## src/rtl/interrupt_controller.sv

```systemverilog
// Edge-detecting, fixed-priority interrupt controller with a
// request/ack/service/done handshake. Optional: INT_CTRL_LOST_FLAG_EN.
// Ports: clk, rst_n, int_src, int_mask, global_en, irq_ack, irq_done,
//        irq, irq_vector, in_service, pending, [lost_clr, lost].
module interrupt_controller #(
  parameter int INT_NUM      = 4,
  parameter int VECTOR_WIDTH = $clog2(INT_NUM)
) (
  input  logic                    clk,
  input  logic                    rst_n,
  input  logic [INT_NUM-1:0]      int_src,
  input  logic [INT_NUM-1:0]      int_mask,
  input  logic                    global_en,
  input  logic                    irq_ack,
  input  logic                    irq_done,
  output logic                    irq,
  output logic [VECTOR_WIDTH-1:0] irq_vector,
  output logic                    in_service,
`ifdef INT_CTRL_LOST_FLAG_EN
  output logic [INT_NUM-1:0]      pending,
  input  logic                    lost_clr,
  output logic [INT_NUM-1:0]      lost
`else
  output logic [INT_NUM-1:0]      pending
`endif
);

  typedef enum logic [1:0] {
    IDLE    = 2'b00,
    REQUEST = 2'b01,
    SERVICE = 2'b10
  } state_t;

  state_t state, state_n;

  logic [INT_NUM-1:0]      src_d;
  logic [INT_NUM-1:0]      evt;
  logic [INT_NUM-1:0]      clr;
  logic [INT_NUM-1:0]      elig;
  logic [VECTOR_WIDTH-1:0] winner;
  logic                    ack_fire;

  assign evt      = int_src & ~src_d;
  assign elig     = pending & int_mask & {INT_NUM{global_en}};
  assign ack_fire = (state == REQUEST) & irq_ack;
  assign clr      = ack_fire ? (INT_NUM'(1) << irq_vector) : '0;

  // Scan high to low so the lowest eligible index is left in winner.
  always_comb begin
    winner = '0;
    for (int i = INT_NUM - 1; i >= 0; i--) begin
      if (elig[i]) winner = VECTOR_WIDTH'(i);
    end
  end

  always_comb begin
    state_n = state;
    unique case (state)
      IDLE:    if (|elig)    state_n = REQUEST;
      REQUEST: if (irq_ack)  state_n = SERVICE;
      SERVICE: if (irq_done) state_n = IDLE;
      default:               state_n = IDLE;
    endcase
  end

  always_ff @(posedge clk or negedge rst_n) begin
    if (!rst_n) begin
      state <= IDLE;
    end else begin
      state <= state_n;
    end
  end

  // Ones at reset: a source already high at release is not an edge.
  always_ff @(posedge clk or negedge rst_n) begin
    if (!rst_n) begin
      src_d      <= '1;
      pending    <= '0;
      irq_vector <= '0;
    end else begin
      src_d   <= int_src;
      pending <= (pending & ~clr) | evt;
      if (state == IDLE && |elig) begin
        irq_vector <= winner;
      end
    end
  end

  assign irq        = (state == REQUEST);
  assign in_service = (state == SERVICE);

`ifdef INT_CTRL_LOST_FLAG_EN
  logic [INT_NUM-1:0] lost_evt;

  assign lost_evt = evt & pending & ~clr;

  always_ff @(posedge clk or negedge rst_n) begin
    if (!rst_n) begin
      lost <= '0;
    end else begin
      lost <= (lost & ~{INT_NUM{lost_clr}}) | lost_evt;
    end
  end
`endif

endmodule

```

## config.mk

```make
export PLATFORM = sky130hd
export DESIGN_NAME = interrupt_controller
export DESIGN_NICKNAME = d
export VERILOG_FILES = /design/src/rtl/interrupt_controller.sv
export SDC_FILE = /design/constraint.sdc
export NUM_CORES = 1
export LEC_CHECK = 0
export BUFFER_PORTS_ARGS = -buffer_cell sky130_fd_sc_hd__buf_2
export CAP_MARGIN = 20
export CORE_UTILIZATION = 39
export CTS_BUF_LIST = sky130_fd_sc_hd__clkbuf_16
export DETAILED_ROUTE_END_ITERATION = 12
export PLACE_DENSITY = 0.68
export SETUP_SLACK_MARGIN = 0.5
export SYNTH_ARGS = -nofsm -noshare
export SYNTH_HDL_FRONTEND = slang
export SYNTH_SLANG_ARGS = --single-unit
```

## constraint.sdc

```tcl
create_clock -name clk -period 1.3 [get_ports clk]
set_clock_uncertainty 0.15 [all_clocks]
set_input_delay 0.065 -clock clk [delete_from_list [all_inputs] [get_ports clk]]
set_output_delay 0.065 -clock clk [all_outputs]
set_load 0.05 [all_outputs]
```

==> key figures <==
GRT
  – Largest net degree at the start of global routing: 13
  – Grt total ovfl: 0
  – First-pass GRT wire length: ~1900 um
  – Vias in the first global route: ~450
  – Initial antenna violation count: 0
  – GRT Total Usage: between 20 and 25%

Drt
  – DR vias/cell: around 4.9
  – DRC Markers: 0
  – WL per Instance: approximately 13 um
  – Detailed Routing Iterations Pass 1: 5
  – Vias: just under 500
  – Final ANT Viol Nets: 0
  – WL final: approximately 1300 um
  – DR iter-0 viols: 8

Timing
  – Maximum clock rate: around 0.76 GHz
  – RSZ-0062 raised after global routing: yes
  – Final TNS setup: -0.0459 ns
  – Worst hold margin: -0.0873 ns
  – Crit path time final: 1.32 ns
  – Relative slew slack: around 80%
  – Final setup vio count: 3
  – Final hold viol count: 2
  – Slew Limit Fails: 0
  – Final WS setup: -0.0245 ns
  – Worst slew pin tran: around 0.26 ns
  – Period utilization: 102%

Power
  – Clock power share: a little under a quarter
  – Max IR drop VDD: 0.00162 V
  – P_sw: 0.000956 W
  – Power density over the cells: 2540 nW/um2
  – Combinational Power Share: ~50%
  – Sequential power share: 26.7%
  – Net Sw Frac: 39.3%
  – LEAKAGE: around 0.46 nW
  – Internal power: around 0.0015 W
  – Total Power: 0.00243 W

Logic synthesis
  – Ys Warns: 0
  – Net count after synthesis: 62
  – Synthesized area per cell: 10.5 um2
  – #FFs+latches synth: 12
  – Distinct cell type count after synthesis: 16
  – Mapped cell area: between 500 and 600 um2
  – Post-synthesis sequential area ratio: roughly three fifths
  – Syn Inst Count: about 50

Clocking
  – Clk buf depth: 2
  – Hold_buf cts: 5
  – H-tree depth: 1
  – CTS Sinks: 12
  – Num CTS Buffers: 3
  – Clk slew on worst S/H paths: approximately 0.040 ns
  – Clock Latency Late Sink: 0.24 ns
  – CTS tree: yes
  – CTS Root Cell: clkbuf_16

Min path
  – Hold path start: irq_ack
  – Worst hold path stage count: 2
  – HP Class: in -> reg

Worst setup path
  – Req. time, crit path: ~1.3 ns
  – Critical path class: reg -> reg
  – R2R depth: 4
  – WP data arrival: between 1 and 1.5 ns
  – CP Max Fanout: 3
  – Crit. End Element: register
  – Setup crit start: pending[0]
  – Reg2reg start: pending[0]
  – Setup crit start kind: register

Layout
  – Commonest cells after routing, fill and taps aside: buf_2, nand2_1
  – Fin util: roughly four fifths
  – Proportion of layout cells with a drive suffix above 1: between 60% and 70%
  – P&R area growth vs syn: 86.1%
  – Nets: 100
  – Most common cell after layout, fill and taps aside: buf_2
  – Diode count: 0

Die
  – DIE AREA: about 1500 um2
  – Core box area: ~1200 um2
  – Row count: 12
  – Initial Utilization: 43.9%
  – Die width: between 30 and 40 um
  – I/O Pins: 21
  – Die height: roughly 38 um

Placement
  – I/O Buffers: 20
  – HPWL after DPL: about 770 um
  – Placer Congestion: roughly 0.75
  – Pre-CTS WS: -0.0317 ns

Job
  – Max Cap Viol: 0

Run status
  – Failing checks: negative hold slack, negative setup slack
  – Status: finished, violations left
-- Yosys cell counts --
cell type | instances | area share [%]
o21ai_2 | 1 | 1.7
o21ai_0 | 3 | 2.9
and2b_2 | 1 | 1.7
nor3b_4 | 1 | 3.7
a21oi_1 | 3 | 2.9
nand2_1 | 10 | 7.3
dfstp_2 | 4 | 20
o21ai_1 | 2 | 1.9
nand2b_1 | 1 | 1.2
mux2_4 | 1 | 2.9
inv_1 | 7 | 5.1
o31ai_1 | 2 | 2.9
dfrtp_1 | 8 | 39
and3b_2 | 1 | 1.9
nand3_1 | 3 | 2.9
a21o_1 | 1 | 1.5
-- final cells by class --
type / instances / area (um2)
multi-input cells: 30 / 220
well taps: 14 / 17.5
clock inverters: 1 / 3.75
inverters: 7 / 30.0
clock buffers: 3 / 75.1
repair buffers: 33 / 298
fillers: 60 / 214
flip-flops and latches: 12 / 313
-- power by group through the flow --
stage | clock network [W] | logic [W] | registers [W]
2_1_floorplan | 0 | 0.000376 | 0.000852
3_3_place_gp | 0 | 0.000841 | 0.000610
3_5_place_dp | 0 | 0.000846 | 0.000614
4_1_cts | 0.000572 | 0.00114 | 0.000632
5_1_grt | 0.000586 | 0.00129 | 0.000661
6_report | 0.000566 | 0.00122 | 0.000649
-- state kept, by name (all words and copies together) (netlist names) --
| name | count |
|---|---|
| state | 2 |
| pending | 4 |
| src_d | 4 |
| irq_vector | 2 |
-- kinds of logic (layout without fill, tap and decap cells) --
kind of cell,Yosys count,after routing,synth area share (%)
buf+inv,7,44,5.11
simple gates,17,17,18.7
compound gates,12,12,13.9
flops,12,12,59.4
mux,1,1,2.92
-- per-stage QoR --
step,cell area [um2],std cells
after floorplan,536,49
after global placement,683,87
after detailed placement,683,87
after CTS,931,99
after global routing,957,100
final,957,100
-- final timing paths --
path,to,slack (ns)
hold reg to reg,pending[2],0.33
min in group asynchronous,irq_vector[0],0.08
setup reg to reg,irq_vector[0],-0.02
setup / recovery,irq_vector[0],-0.02
max in group asynchronous,src_d[3],0.65
hold / removal,state[0],-0.09
-- routing by layer --
metal,vias to the layer above,global-route usage (%),wire (um)
met4,0,8.04,21
met5,-,0,0
li1,238,-,-
met3,5,9.88,90
met1,231,22.1,502
met2,19,33.9,647
-- worst max-delay path: stages (launching register included) --
cell     delay (ns)
dfrtp_2        0.42
nand2_1        0.09
nand2_1        0.09
o21ai_2        0.15
mux2_4         0.31
-- timing repair --
action                                  CTS  global route
setup buffers                             3             1
endpoints found under the setup margin   16            16
hold endpoints to repair                 22             2
gates resized for setup                  30             6
pin swaps                                 5             2
Note: power is estimated with default switching activity, not from simulation.
